===== config.mk =====
export PLATFORM = sky130hd
export DESIGN_NAME = picorv32_ahb_strobe_bridge
export DESIGN_NICKNAME = d
export VERILOG_FILES = /design/src/rtl/picorv32_ahb_strobe_bridge_pkg.sv /design/src/rtl/picorv32_ahb_strobe_bridge_beat.sv /design/src/rtl/picorv32_ahb_strobe_bridge.sv
export SDC_FILE = /design/constraint.sdc
export NUM_CORES = 1
export LEC_CHECK = 0
export CORE_UTILIZATION = 50
export CTS_BUF_LIST = sky130_fd_sc_hd__clkbuf_8
export DETAILED_ROUTE_END_ITERATION = 8
export HOLD_SLACK_MARGIN = 0.05
export PLACE_DENSITY = 0.82
export SYNTH_ARGS = -nofsm -noshare
export SYNTH_HDL_FRONTEND = slang
export SYNTH_SLANG_ARGS = --single-unit
export TNS_END_PERCENT = 50

===== constraint.sdc =====
create_clock -name clk -period 4.35 [get_ports clk]
set_input_delay 0.435 -clock clk [delete_from_list [all_inputs] [get_ports clk]]
set_output_delay 0.435 -clock clk [all_outputs]
set_load 0.05 [all_outputs]

===== src/rtl/picorv32_ahb_strobe_bridge_pkg.sv =====
// Shared definitions for the PicoRV32 -> FreeAHB strobe bridge.
// Contents:
//   state_t            bridge FSM state encoding
//   SIZE_BYTE/HALF/WORD  freeahb_size encodings
//   PROT_*_DEFAULT     default freeahb_prot values for fetches and data
//   replicate_lanes()  copies a beat's bytes across every lane of its size
package picorv32_ahb_strobe_bridge_pkg;

  typedef enum logic [2:0] {
    IDLE,
    RD_REQ,
    RD_WAIT,
    WR_REQ,
    DONE
  } state_t;

  localparam logic [2:0] SIZE_BYTE = 3'd0;
  localparam logic [2:0] SIZE_HALF = 3'd1;
  localparam logic [2:0] SIZE_WORD = 3'd2;

  localparam logic [3:0] PROT_INSTR_DEFAULT = 4'b0000;
  localparam logic [3:0] PROT_DATA_DEFAULT  = 4'b0001;

  // The slave may pick its byte lanes from either half/any byte, so the
  // selected bytes are copied everywhere rather than left in place.
  function automatic logic [31:0] replicate_lanes(input logic [31:0] data,
                                                  input logic [3:0]  lanes,
                                                  input logic [2:0]  size);
    logic [31:0] r;
    r = data;
    if (size == SIZE_HALF) begin
      r = lanes[0] ? {2{data[15:0]}} : {2{data[31:16]}};
    end else if (size == SIZE_BYTE) begin
      if (lanes[0])      r = {4{data[7:0]}};
      else if (lanes[1]) r = {4{data[15:8]}};
      else if (lanes[2]) r = {4{data[23:16]}};
      else               r = {4{data[31:24]}};
    end
    return r;
  endfunction

endpackage


===== src/rtl/picorv32_ahb_strobe_bridge_beat.sv =====
// picorv32_ahb_beat_planner: purely combinational choice of the next write
// beat from the mask of lanes still to be issued.
// Ports:
//   i_pending  lanes not yet written
//   o_lanes    lanes covered by the chosen beat (0 when nothing pending)
//   o_size     freeahb_size encoding of the beat
//   o_offset   byte offset of the beat within the word
//   o_min_len  beat length in bits (8/16/32)
module picorv32_ahb_beat_planner
  import picorv32_ahb_strobe_bridge_pkg::*;
#(
  parameter bit MERGE_STROBES = 1'b1,
  parameter bit BIG_ENDIAN    = 1'b1
) (
  input  logic [3:0]  i_pending,
  output logic [3:0]  o_lanes,
  output logic [2:0]  o_size,
  output logic [1:0]  o_offset,
  output logic [31:0] o_min_len
);

  function automatic logic [1:0] lane_offset(input logic [1:0] lane);
    return BIG_ENDIAN ? (2'd3 - lane) : lane;
  endfunction

  always_comb begin
    o_lanes   = 4'b0000;
    o_size    = SIZE_BYTE;
    o_offset  = 2'd0;
    o_min_len = 32'd8;
    if (MERGE_STROBES && i_pending == 4'b1111) begin
      o_lanes   = 4'b1111;
      o_size    = SIZE_WORD;
      o_min_len = 32'd32;
    end else if (MERGE_STROBES && i_pending[1:0] == 2'b11) begin
      o_lanes   = 4'b0011;
      o_size    = SIZE_HALF;
      o_offset  = BIG_ENDIAN ? 2'd2 : 2'd0;
      o_min_len = 32'd16;
    end else if (MERGE_STROBES && i_pending[3:2] == 2'b11) begin
      o_lanes   = 4'b1100;
      o_size    = SIZE_HALF;
      o_offset  = BIG_ENDIAN ? 2'd0 : 2'd2;
      o_min_len = 32'd16;
    end else begin
      // Scan downward so the lowest set lane is the one that sticks.
      for (int k = 3; k >= 0; k--) begin
        if (i_pending[k]) begin
          o_lanes  = 4'b0001 << k;
          o_offset = lane_offset(k[1:0]);
        end
      end
    end
  end

endmodule


===== src/rtl/picorv32_ahb_strobe_bridge.sv =====
// picorv32_ahb_strobe_bridge: turns one PicoRV32 native memory request into
// FreeAHB beats. Reads become one word beat; writes are split by strobe
// into byte/halfword/word beats chosen by picorv32_ahb_beat_planner.
// Ports:
//   clk, resetn                      clock, async active-low reset
//   mem_valid/instr/addr/wdata/wstrb PicoRV32 request (wstrb==0 is a read)
//   mem_ready, mem_rdata             completion pulse, registered read data
//   freeahb_valid/write/read         beat request and direction
//   freeahb_addr/wdata/size/prot     beat attributes (held until accepted)
//   freeahb_min_len                  beat length in bits
//   freeahb_cont, freeahb_lock       unused, tied low
//   freeahb_next                     beat accepted this cycle
//   freeahb_ready, freeahb_rdata     read data return
module picorv32_ahb_strobe_bridge
  import picorv32_ahb_strobe_bridge_pkg::*;
#(
  parameter bit         MERGE_STROBES = 1'b1,
  parameter bit         BIG_ENDIAN    = 1'b1,
  parameter logic [3:0] PROT_INSTR    = PROT_INSTR_DEFAULT,
  parameter logic [3:0] PROT_DATA     = PROT_DATA_DEFAULT
) (
  input  logic        clk,
  input  logic        resetn,
  input  logic        mem_valid,
  input  logic        mem_instr,
  input  logic [31:0] mem_addr,
  input  logic [31:0] mem_wdata,
  input  logic [3:0]  mem_wstrb,
  output logic        mem_ready,
  output logic [31:0] mem_rdata,
  output logic        freeahb_valid,
  output logic        freeahb_write,
  output logic        freeahb_read,
  output logic [31:0] freeahb_addr,
  output logic [31:0] freeahb_wdata,
  output logic [2:0]  freeahb_size,
  output logic [3:0]  freeahb_prot,
  output logic [31:0] freeahb_min_len,
  output logic        freeahb_cont,
  output logic        freeahb_lock,
  input  logic        freeahb_next,
  input  logic        freeahb_ready,
  input  logic [31:0] freeahb_rdata
);

  state_t      r_state;
  logic [3:0]  r_pending;   // lanes not yet accepted, including the beat on the bus
  logic [3:0]  r_lanes;     // lanes of the beat currently on the bus
  logic [29:0] r_base;
  logic [31:0] r_wdata;
  logic        r_blocked;   // completed; waiting for mem_valid to drop
  logic        r_abort;     // mem_valid fell mid-request
  logic        r_mem_ready;
  logic [31:0] r_mem_rdata;
  logic        r_valid;
  logic        r_write;
  logic        r_read;
  logic [31:0] r_addr;
  logic [31:0] r_bwdata;
  logic [2:0]  r_size;
  logic [3:0]  r_prot;
  logic [31:0] r_min_len;

  logic [3:0]  w_remaining;
  logic [3:0]  w_plan_mask;
  logic [29:0] w_base;
  logic [31:0] w_data;
  logic        w_abort;
  logic [3:0]  w_lanes;
  logic [2:0]  w_size;
  logic [1:0]  w_offset;
  logic [31:0] w_min_len;
  logic        w_unused;

  // In IDLE the first beat is planned straight from the request so it can be
  // registered on the accepting edge; afterwards it comes from what is left.
  assign w_remaining = r_pending & ~r_lanes;
  assign w_plan_mask = (r_state == IDLE) ? mem_wstrb : w_remaining;
  assign w_base      = (r_state == IDLE) ? mem_addr[31:2] : r_base;
  assign w_data      = (r_state == IDLE) ? mem_wdata : r_wdata;
  assign w_abort     = r_abort | ~mem_valid;
  assign w_unused    = ^mem_addr[1:0];

  picorv32_ahb_beat_planner #(
    .MERGE_STROBES(MERGE_STROBES),
    .BIG_ENDIAN   (BIG_ENDIAN)
  ) u_planner (
    .i_pending(w_plan_mask),
    .o_lanes  (w_lanes),
    .o_size   (w_size),
    .o_offset (w_offset),
    .o_min_len(w_min_len)
  );

  always_ff @(posedge clk or negedge resetn) begin
    if (!resetn) begin
      r_state     <= IDLE;
      r_pending   <= 4'b0000;
      r_lanes     <= 4'b0000;
      r_base      <= '0;
      r_wdata     <= '0;
      r_blocked   <= 1'b0;
      r_abort     <= 1'b0;
      r_mem_ready <= 1'b0;
      r_mem_rdata <= '0;
      r_valid     <= 1'b0;
      r_write     <= 1'b0;
      r_read      <= 1'b0;
      r_addr      <= '0;
      r_bwdata    <= '0;
      r_size      <= SIZE_WORD;
      r_prot      <= PROT_DATA;
      r_min_len   <= 32'd32;
    end else begin
      r_mem_ready <= 1'b0;
      case (r_state)
        IDLE: begin
          if (r_blocked) begin
            if (!mem_valid) r_blocked <= 1'b0;
          end else if (mem_valid) begin
            r_prot  <= mem_instr ? PROT_INSTR : PROT_DATA;
            r_abort <= 1'b0;
            r_valid <= 1'b1;
            if (mem_wstrb == 4'b0000) begin
              r_read    <= 1'b1;
              r_write   <= 1'b0;
              r_addr    <= {mem_addr[31:2], 2'b00};
              r_size    <= SIZE_WORD;
              r_min_len <= 32'd32;
              r_state   <= RD_REQ;
            end else begin
              r_pending <= mem_wstrb;
              r_wdata   <= mem_wdata;
              r_base    <= mem_addr[31:2];
              r_lanes   <= w_lanes;
              r_read    <= 1'b0;
              r_write   <= 1'b1;
              r_addr    <= {w_base, w_offset};
              r_bwdata  <= replicate_lanes(w_data, w_lanes, w_size);
              r_size    <= w_size;
              r_min_len <= w_min_len;
              r_state   <= WR_REQ;
            end
          end
        end
        RD_REQ: begin
          if (!mem_valid) r_abort <= 1'b1;
          if (freeahb_next) begin
            r_valid <= 1'b0;
            r_read  <= 1'b0;
            r_state <= RD_WAIT;
          end
        end
        RD_WAIT: begin
          if (!mem_valid) r_abort <= 1'b1;
          if (freeahb_ready) begin
            if (w_abort) begin
              r_state <= IDLE;
            end else begin
              r_mem_rdata <= freeahb_rdata;
              r_mem_ready <= 1'b1;
              r_state     <= DONE;
            end
          end
        end
        WR_REQ: begin
          if (!mem_valid) r_abort <= 1'b1;
          if (freeahb_next) begin
            r_pending <= w_remaining;
            if (w_abort || w_remaining == 4'b0000) begin
              r_valid <= 1'b0;
              r_write <= 1'b0;
              r_lanes <= 4'b0000;
              if (w_abort) begin
                r_pending <= 4'b0000;
                r_state   <= IDLE;
              end else begin
                r_mem_ready <= 1'b1;
                r_state     <= DONE;
              end
            end else begin
              r_lanes   <= w_lanes;
              r_addr    <= {w_base, w_offset};
              r_bwdata  <= replicate_lanes(w_data, w_lanes, w_size);
              r_size    <= w_size;
              r_min_len <= w_min_len;
            end
          end
        end
        DONE: begin
          r_blocked <= 1'b1;
          r_state   <= IDLE;
        end
        default: r_state <= IDLE;
      endcase
    end
  end

  assign mem_ready       = r_mem_ready;
  assign mem_rdata       = r_mem_rdata;
  assign freeahb_valid   = r_valid;
  assign freeahb_write   = r_write;
  assign freeahb_read    = r_read;
  assign freeahb_addr    = r_addr;
  assign freeahb_wdata   = r_bwdata;
  assign freeahb_size    = r_size;
  assign freeahb_prot    = r_prot;
  assign freeahb_min_len = r_min_len;
  assign freeahb_cont    = 1'b0;
  assign freeahb_lock    = 1'b0;

endmodule


==> results.tsv <==
stage	metric	value	unit
cts	post-cts-setup-buffer-count	0	
floorplanning	placement_rows	49	
cts	ctsResizeCount	0	
cells_and_area	layout.cells.most_common	clkdlybuf4s50_1	
worst_setup_path	critical_path.max_fanout	18	
sta	maxClockFrequency	283	MHz
cts	cts_buffer_depth	2	
sta	timing.setup.tns	0	ns
cts	cts_root_buf	clkbuf_8	
detailed_routing	via_per_inst	5.56	
cts	cts_htree_levels	4	
floorplanning	floorplan.die.height	137	um
cts	worst_setup_hold_path_clk_slew	0.10	ns
grt	grt_start_max_net_pins	104	
worst_setup_path	cp_num_buf_inv	1	
sta	finalWorstPathRequiredPeriod	3.53	ns
yosys	synth_seq_area_share	49.1	%
yosys	synth_enable_flop_cells	0	
detailed_routing	totalWireLength	22200	um
sta	post-route-period-util	81.1	%
placed_design	estimated_wirelength_of_the_detail_placed_design	15800	um
yosys	post_synthesis_mean_instance_area	10.9	um^2
worst_setup_path	criticalPathCategory	register to register	
sta	rsz0062_at_grt	no	
yosys	ys_ff_latch	179	
sta	timing.slew.headroom	36.7	%
grt	first_global_vias	6893	
worst_setup_path	worstSetupStartpointType	register	
worst_setup_path	worst-endpoint-required	4.67	ns
detailed_routing	detailroute.via_count	7055	
grt	grt_pass1_wl	35000	um
detailed_routing	drt_pre_antenna_iters	5	
floorplanning	core_region_area	17900	um^2
worst_setup_path	cpPeakStageDelay	0.58	ns
placed_design	routabilityCongestion	0.862	
cells_and_area	synthToLayoutAreaGrowth	28.2	%
sta	final-setup-viol-count	0	
sta	hold_violations	0	
yosys	post_synth_num_cell_types	72	
floorplanning	chipWidth	137	um
grt	antenna_found_initial	0	
floorplanning	floorplan.initialDensity	51.0	%
cells_and_area	share_of_post_route_cells_with_drive_strength_above_1	17.6	%
placed_design	port_buffers	209	
cells_and_area	final_net_count	1135	
cts	cts_buffers	17	
worst_hold_path	min-delay-path-class	input pin to asynchronous set/reset pin	
outcome	run_status	finished, final reports clean	
detailed_routing	avgRoutedWirePerCell	17.5	um
cells_and_area	most_frequent_cells_in_the_layout	clkdlybuf4s50_1, dfrtp_1, mux2_2	
cts	cts_hold_buffers	0	
cts	clkSinkCount	179	
yosys	synth.cell_area	9130	um^2
detailed_routing	route.detailed.drc	0	
run	drv_cap	0	
worst_setup_path	worst-path-stages	11	
yosys	dominantRegCellSynth	dfrtp_1	
worst_setup_path	cells_along_the_critical_path	or3_4 > mux2_1 > nand2_1 > inv_1 > ha_1 > a211oi_2 > a31oi_4 > mux2i_1 > a21oi_1 > nor3b_1 > a221oi_1	
yosys	synthArstFlopShare	100	%
floorplanning	die_area	18800	um^2
grt	grt.total_usage	24.4	%
worst_setup_path	crit_family	simple AND/OR/NAND/NOR gates	
yosys	postSynthCellCount	835	
detailed_routing	initialDrtViolationCount	497	
cts	clkLatencyLatePin	0.47	ns
sta	worst_slew_pin_tran	0.950	ns
worst_setup_path	rr_worst_depth	11	
cts	cts_tree	built	
yosys	synthesis.yosys.warnings	0	
floorplanning	floorplan.io_pins	247	
worst_setup_path	cp_slowest_cell	dfrtp_1	
grt	gr-total-overflow	0	
sta	report.final.slew_viol_count	0	
detailed_routing	antenna_left	0	
worst_setup_path	crit_arrival	3.85	ns
cells_and_area	insertedDiodeCount	0	
sta	clock-skew-final	0.0171	ns
worst_setup_path	end_kind	register	
-- cell usage after synthesis (all sizes together), types with 5 or more instances --
master / count / share of area [%]
nor2: 82 / 3.6
mux2: 98 / 12
nand2b: 7 / 0.48
o32a: 11 / 1.2
nor3b: 5 / 0.47
or2: 14 / 0.99
nor3: 8 / 0.56
a21oi: 79 / 4.7
o31ai: 6 / 0.49
nand3: 10 / 0.55
clkbuf: 19 / 0.78
inv: 18 / 0.74
a221oi: 8 / 0.77
buf: 69 / 5.0
a211oi: 9 / 1.1
o21ai: 42 / 2.3
nor2b: 7 / 0.48
nand2: 35 / 1.5
dfrtp: 177 / 48
mux2i: 66 / 7.4
o22ai: 8 / 0.55
-- layer usage --
layer | up-vias | track usage (%) | wire [um] | share of wire [%]
li1 | 3292 | - | - | -
met1 | 3434 | 30.8 | 9280 | 42
met2 | 300 | 38.9 | 10400 | 47
met3 | 29 | 8.30 | 2050 | 9.3
met4 | 0 | 8.73 | 420 | 1.9
met5 | - | 0 | 0 | 0
-- area by class of cell --
cell class	instances	area (um^2)
fill	1390	6190
clock buffer	17	234
tap	229	287
clock inverter	15	188
inverter	19	71.3
sequential	179	4480
multi-input combinational	583	4210
timing repair buffer	226	2230
-- flip-flops by register name, indices dropped and copies added, names as in the netlist --
name,cells
freeahb_size,1
freeahb_addr,32
freeahb_read,1
r_base,30
freeahb_write,1
freeahb_min_len,2
r_blocked,1
mem_rdata,32
r_lanes,4
r_pending,4
freeahb_wdata,32
r_state,3
r_abort,1
mem_ready,1
freeahb_valid,1
r_wdata,32
freeahb_prot,1
-- kinds of logic (layout without fill, tap and decap cells) --
group | after synthesis | after routing | share of synthesized area, %
flops | 179 | 179 | 49.1
compound gates | 188 | 188 | 13.8
buf+inv | 107 | 277 | 6.55
simple gates | 193 | 193 | 10.7
mux | 164 | 164 | 19.5
other cells | 1 | 35 | 0.0411
fa+ha+maj | 3 | 3 | 0.411
-- path summary, 6_finish.rpt --
kind	startpoint	slack [ns]	endpoint
max	r_state[1]	0.82	freeahb_wdata[8]
min	resetn	0.06	r_base[8]
max reg2reg	r_state[1]	0.82	freeahb_wdata[8]
max in group asynchronous	resetn	3.34	freeahb_size[1]
min reg2reg	r_base[18]	0.49	r_base[18]
min in group clk	r_base[18]	0.49	r_base[18]
-- metrics by stage --
step	hold WS (ns)	worst slack [ns]	std cells	instance area, um^2	util (%)
after global routing	0.116	0.619	1268	11700	65.4
after floorplan	0.139	0.917	869	9260	-
after CTS	0.0972	0.867	1268	11700	65.4
after global placement	0.465	0.740	1236	11300	63.0
final	0.0613	0.820	1268	11700	65.4
after detailed placement	0.476	0.649	1236	11300	63.0
Power is not shown: default switching activity piles up to over one toggle a cycle in this logic, so the estimate is an artifact.
